--- config.mk ---
export PLATFORM = sky130hd
export DESIGN_NAME = game_engine
export DESIGN_NICKNAME = d
export VERILOG_FILES = /design/src/rtl/hangman_pkg.sv /design/src/rtl/guess_classify.sv /design/src/rtl/game_engine.sv
export SDC_FILE = /design/constraint.sdc
export NUM_CORES = 1
export LEC_CHECK = 0
export ABC_AREA = 1
export CAP_MARGIN = 25
export CORE_ASPECT_RATIO = 0.8
export CORE_UTILIZATION = 50
export CTS_BUF_LIST = sky130_fd_sc_hd__clkbuf_8
export CTS_CLUSTER_DIAMETER = 60
export DETAILED_ROUTE_END_ITERATION = 8
export PLACE_DENSITY_LB_ADDON = 0.2
export SLEW_MARGIN = 5
export SYNTH_ARGS = -nofsm -noshare
export SYNTH_HDL_FRONTEND = slang
export SYNTH_SLANG_ARGS = --single-unit
--- constraint.sdc ---
create_clock -name clk -period 2.2 [get_ports clk]
set_input_delay 0.44 -clock clk [delete_from_list [all_inputs] [get_ports clk]]
set_output_delay 0.44 -clock clk [all_outputs]
set_load 0.02 [all_outputs]
--- src/rtl/hangman_pkg.sv ---
// Shared definitions for the Hangman round controller: result codes and FSM states.
package hangman_pkg;

  // Classification codes reported on result_code
  localparam logic [1:0] RES_HIT     = 2'd0;
  localparam logic [1:0] RES_MISS    = 2'd1;
  localparam logic [1:0] RES_REPEAT  = 2'd2;
  localparam logic [1:0] RES_INVALID = 2'd3;

  // Round controller states
  typedef enum logic [2:0] {
    ST_IDLE  = 3'd0,
    ST_PLAY  = 3'd1,
    ST_CHECK = 3'd2,
    ST_WON   = 3'd3,
    ST_LOST  = 3'd4
  } state_t;

endpackage

--- src/rtl/guess_classify.sv ---
// Combinational guess classifier: decides hit/miss/repeat/invalid for one letter
// index and produces the updated guessed-letter mask plus miss and win flags.
module guess_classify
  import hangman_pkg::*;
#(
  parameter int ALPHA = 26,
  parameter int IDX_W = 5
) (
  input  logic [IDX_W-1:0] idx,
  input  logic [ALPHA-1:0] secret,
  input  logic [ALPHA-1:0] guessedMask,
  output logic [1:0]       code,
  output logic [ALPHA-1:0] newMask,
  output logic             miss,
  output logic             allFound
);

  logic [ALPHA-1:0] oneHot;
  logic             inRange;
  logic             alreadyGuessed;
  logic             inWord;

  // One-hot letter select; an index past the alphabet shifts out to all zeros,
  // which doubles as the range check without indexing out of bounds.
  always_comb begin
    oneHot         = {{(ALPHA-1){1'b0}}, 1'b1} << idx;
    inRange        = |oneHot;
    alreadyGuessed = |(oneHot & guessedMask);
    inWord         = |(oneHot & secret);
  end

  // Classify and build the post-guess mask; invalid and repeat leave the mask alone
  always_comb begin
    code    = RES_INVALID;
    newMask = guessedMask;
    miss    = 1'b0;
    if (!inRange) begin
      code = RES_INVALID;
    end else if (alreadyGuessed) begin
      code = RES_REPEAT;
    end else begin
      newMask = guessedMask | oneHot;
      if (inWord) begin
        code = RES_HIT;
      end else begin
        code = RES_MISS;
        miss = 1'b1;
      end
    end
    allFound = ((newMask & secret) == secret);
  end

endmodule

--- src/rtl/game_engine.sv ---
// Hangman round controller: owns the secret mask, accepts one guess at a time over
// valid/ready, reports each classification as a one-cycle pulse and ends the round
// in WON or LOST until the next start.
module game_engine
  import hangman_pkg::*;
#(
  parameter int ALPHA     = 26,
  parameter int MAX_WRONG = 6,
  parameter int IDX_W     = 5,
  parameter int CNT_W     = 3
) (
  input  logic             clk,
  input  logic             reset,
  input  logic             start,
  input  logic [ALPHA-1:0] word_mask,
  input  logic             guess_valid,
  input  logic [IDX_W-1:0] guess_idx,
  output logic             guess_ready,
  output logic             result_valid,
  output logic [1:0]       result_code,
  output logic [ALPHA-1:0] guessed_mask,
  output logic [CNT_W-1:0] wrong_count,
  output logic             win,
  output logic             lose
);

  state_t           state_q;
  logic [ALPHA-1:0] secret_q;
  logic [ALPHA-1:0] mask_q;
  logic [CNT_W-1:0] count_q;
  logic [IDX_W-1:0] idx_q;
  logic             ready_q;
  logic             resValid_q;
  logic [1:0]       resCode_q;
  logic             win_q;
  logic             lose_q;

  logic [1:0]       classCode;
  logic [ALPHA-1:0] classMask;
  logic             classMiss;
  logic             classAllFound;

  logic [CNT_W-1:0] count_d;
  logic             checkLost;
  logic             checkWon;

  guess_classify #(
    .ALPHA(ALPHA),
    .IDX_W(IDX_W)
  ) u_classify (
    .idx        (idx_q),
    .secret     (secret_q),
    .guessedMask(mask_q),
    .code       (classCode),
    .newMask    (classMask),
    .miss       (classMiss),
    .allFound   (classAllFound)
  );

  // Post-guess miss count (saturating) and round-ending decisions for the CHECK cycle
  always_comb begin
    count_d = count_q;
    if (classMiss && (count_q < CNT_W'(MAX_WRONG))) begin
      count_d = count_q + 1'b1;
    end
    checkLost = classMiss && (count_d == CNT_W'(MAX_WRONG));
    checkWon  = !checkLost && classAllFound;
  end

  // Round FSM with all outputs registered; start overrides everything, including a pending check
  always_ff @(posedge clk or posedge reset) begin
    if (reset) begin
      state_q    <= ST_IDLE;
      secret_q   <= '0;
      mask_q     <= '0;
      count_q    <= '0;
      idx_q      <= '0;
      ready_q    <= 1'b0;
      resValid_q <= 1'b0;
      resCode_q  <= RES_HIT;
      win_q      <= 1'b0;
      lose_q     <= 1'b0;
    end else begin
      resValid_q <= 1'b0;
      if (start) begin
        secret_q <= word_mask;
        mask_q   <= '0;
        count_q  <= '0;
        lose_q   <= 1'b0;
        if (word_mask == '0) begin
          state_q <= ST_WON;
          win_q   <= 1'b1;
          ready_q <= 1'b0;
        end else begin
          state_q <= ST_PLAY;
          win_q   <= 1'b0;
          ready_q <= 1'b1;
        end
      end else begin
        case (state_q)
          ST_PLAY: begin
            if (guess_valid && ready_q) begin
              idx_q   <= guess_idx;
              ready_q <= 1'b0;
              state_q <= ST_CHECK;
            end
          end
          ST_CHECK: begin
            resValid_q <= 1'b1;
            resCode_q  <= classCode;
            mask_q     <= classMask;
            count_q    <= count_d;
            if (checkLost) begin
              state_q <= ST_LOST;
              lose_q  <= 1'b1;
            end else if (checkWon) begin
              state_q <= ST_WON;
              win_q   <= 1'b1;
            end else begin
              state_q <= ST_PLAY;
              ready_q <= 1'b1;
            end
          end
          default: begin
          end
        endcase
      end
    end
  end

  assign guess_ready  = ready_q;
  assign result_valid = resValid_q;
  assign result_code  = resCode_q;
  assign guessed_mask = mask_q;
  assign wrong_count  = count_q;
  assign win          = win_q;
  assign lose         = lose_q;

endmodule
==> summary.md <==
| Metric | Value |
|---|---|
| PortBufs | `69` |
| H-tree depth | `3` |
| Slew Viols, Final | `0` |
| Critical path class | `flip-flop to flip-flop` |
| Average size of a mapped cell | `7.24 sq um` |
| Final setup vio count | `30` |
| Net Count, Synth | `593` |
| Register bit count reported by yosys | `69` |
| Max-cap violations | `0` |
| Static leakage | `2.82 nW` |
| Synth Area in Simple Gates | `37.4%` |
| Achievable frequency | `389 MHz` |
| Endpoints failing hold | `0` |
| CP Capture Type | `flip-flop` |
| HPWL Detailed | `approximately 11000 um` |
| Setup Skew | `about 0.0099 ns` |
| Die width | `102 um` |
| First-pass GRT wire length | `22900 um` |
| Worst Path Max Fanout | `5` |
| VDD IR max | `between 0.5 and 0.6 mV` |
| Status | `complete, but fails checks` |
| Failing checks | `setup timing` |
| I/O pin cnt | `70` |
| Clk pin slew, worst setup/hold paths | `0.08 ns` |
| Worst-skew pair later-pin latency | `0.37 ns` |
| PwrDens | `~900 mW/mm^2` |
| CP required | `2.45 ns` |
| CP delay by family, top | `simple AND/OR/NAND/NOR gates` |
| Fillers | `565` |
| Layout cells sized above 1 | `25.9%` |
| Crit path buf inv count | `3` |
| Critical path arrival | `between 2 and 3 ns` |
| Cts hold-fix bufs | `0` |
| Setup TNS | `-2.99 ns` |
| Largest cells by area after synthesis | `dfrtp_1 43%, nand2_1 15%, nand3_1 7.2%` |
| Tmin final | `2.57 ns` |
| Nets | `738` |
| DR vias | `4711` |
| Post-synthesis mux area share | `0%` |
| Unique masters post-synth | `36` |
| Clock buffer depth | `2` |
| Period utilization | `117%` |
| Clk Tree Root Cell | `clkbuf_8` |
| R2r setup slk | `-0.37 ns` |
| Largest stage delay on the critical path | `0.48 ns` |
| Critical Path Start | `idx_q[0]` |
| TritonCTS Buffers | `9` |
| Post-synth ARST share | `100%` |
| Main combinational cell family by area after synthesis | `simple AND/OR/NAND/NOR gates` |
| Residual DRC | `0` |
| Post-Route WL | `14900 um` |
| Startpoint Class | `flip-flop` |
| Compound-Gate Fraction of Synth Area | `10.1%` |
| Post-DR vias/cell | `5.81` |
| Largest net degree at the start of global routing | `70` |
| Synth-to-layout area growth | `46.0%` |
| Drt pass-1 iters | `6` |
| Post-Synth XOR/XNOR Area | `0.217%` |
| Adder-cell share of the synthesized area | `0.310%` |
| Synthesis Warnings | `0` |
| Antenna diode count | `0` |
| Min-delay worst type | `input pin to asynchronous set/reset pin` |
| Most common library cells after synthesis | `163 x nand2_1, 69 x dfrtp_1, 60 x inv_1` |
| Number of global-route vias before repair | `4433` |
| Row count | `28` |
| DIE HEIGHT | `82.4 um` |
| GRT overflow | `0` |
| GP Congestion | `1.02` |
| Global Route Usage Sum | `37.2%` |
| Post-synth top flop | `dfrtp_1` |
| EDFF count, synth | `0` |
| DR iter-0 viols | `450` |
| Clk sinks | `69` |
| R2R cell count | `21` |
| Worst-Margin Slew | `0.442 ns` |
| Die area | `0.00844 sq mm` |
| Worst r2r dst | `guess_ready` |
| WHS | `~0.48 ns` |
| Starting Density | `a little over half` |
| Netlist area before placement | `roughly 0.0040 sq mm` |
| Critical-path cell with the highest stage delay | `dfrtp_2` |
| Antenna Violating Nets Remaining | `0` |
| Crit path cell chain | `buf_6, nor2_4, buf_4, nand2_4, nor2_4, nand2_2, nand2_1, inv_1, nand3_2, nor2_4, nand2_2, nor2_4, nand2_4, nand2_2, nand2_2, nor2_4, nand2_4, nand3_4, nand3_2, nand2_2, nand2_1` |
| Yosys top cell by area | `dfrtp_1` |
| Placeable Area | `about 0.0076 sq mm` |
| Relative slew slack | `70.5%` |
| Count leader, synth | `nand2_1` |
| Unrepaired setup endpoints after global routing | `yes` |
| Mapped Cells | `557` |
| Min setup slack post-route | `-0.370 ns` |
| CTS tree | `yes` |
| Reg-to-Reg Start | `idx_q[0]` |
| Initial antenna violation count | `0` |
| Wire per inst | `roughly 18 um` |
| Synth top area share | `42.8%` |
| Post-synthesis sequential area ratio | `42.8%` |
==> sequential cells by signal (all words and copies together) (netlist names) <==
name,flops
guessed_mask,26
win,1
guess_ready,1
state_q,3
secret_q,26
idx_q,5
lose,1
result_code,2
wrong_count,3
result_valid,1
==> cells by family after synthesis <==
kind of cell             count (synthesis)
XOR/XNOR                                 1
flip-flops                              69
AND/OR/NAND/NOR                        335
buffers and inverters                   91
AO/OA/AOI/OAI                           60
adder cells (fa/ha/maj)                  1
==> timing repair <==
item / CTS / global route
gates resized for setup: 34 / 47
setup endpoints to repair: 28 / 33
pin swaps: 15 / 37
setup buffers: 6 / 10
gates cloned: 0 / 0
==> through the flow <==
stage	cell area, sq um	std cells	util, %	setup WS, ns	power, W
final	5890	811	77.5	-0.370	0.00540
after global routing	5890	811	77.5	-0.475	0.00565
after CTS	5640	802	74.2	-0.175	0.00496
after detailed placement	5330	782	70.1	-0.383	0.00377
after global placement	5330	782	70.1	-0.234	0.00374
after floorplan	4040	557	-	0.0201	0.00273
==> layout make-up <==
cell class,count,area (sq um),area share [%]
Tap cell,105,131,2.23
Clock buffer,9,124,2.10
Sequential cell,69,1730,29.4
Inverter,69,264,4.48
Multi-Input combinational cell,397,2180,37.0
Timing Repair Buffer,156,1410,23.9
Clock inverter,6,48.8,0.829
==> worst max path at each step <==
stage / cells after the start / end / slack (ns)
after floorplan: 1 / guess_ready / 0.02
after global placement: 20 / guess_ready / -0.23
after detailed placement: 19 / guess_ready / -0.38
after CTS: 19 / guess_ready / -0.18
after global routing: 21 / guess_ready / -0.47
final: 21 / guess_ready / -0.37
==> tightest hold or removal path, delay by kind of cell <==
| family | cells | cell delay (ns) |
|---|---|---|
| buffers and inverters | 3 | 0.81 |
==> metal layers <==
| metal | vias up | track usage [%] | share of wire, % |
|---|---|---|---|
| met4 | 0 | 14.1 | 3.2 |
| met2 | 297 | 55.3 | 42 |
| li1 | 2154 | - | - |
| met1 | 2207 | 50.8 | 43 |
| met3 | 53 | 11.4 | 11 |
| met5 | - | 0 | 0 |
==> placed cells by master (no fill, tap or decap), drive strengths merged <==
cell,netlist,final
inv,67,69
dfrtp,69,69
nor4,7,7
a32o,1,1
xnor2,1,1
o2111ai,1,1
ha,1,1
clkdlybuf4s50,0,68
o41ai,1,1
o32ai,21,21
buf,9,88
nand2,168,168
and3,1,1
clkbuf,13,9
o31ai,2,2
o211ai,3,3
clkinv,2,3
nand3b,1,1
nand3,63,63
nor3,5,5
clkinvlp,0,3
a21boi,1,1
o21ai,22,22
nor2,66,66
a21oi,6,6
nand4,24,24
o22ai,2,2
==> where the power goes <==
part	internal, W	switching, W
Combinational	0.00121	0.00166
Clock	0.000411	0.000533
Sequential	0.00141	0.000181
Note: power is estimated with default switching activity, not from simulation.
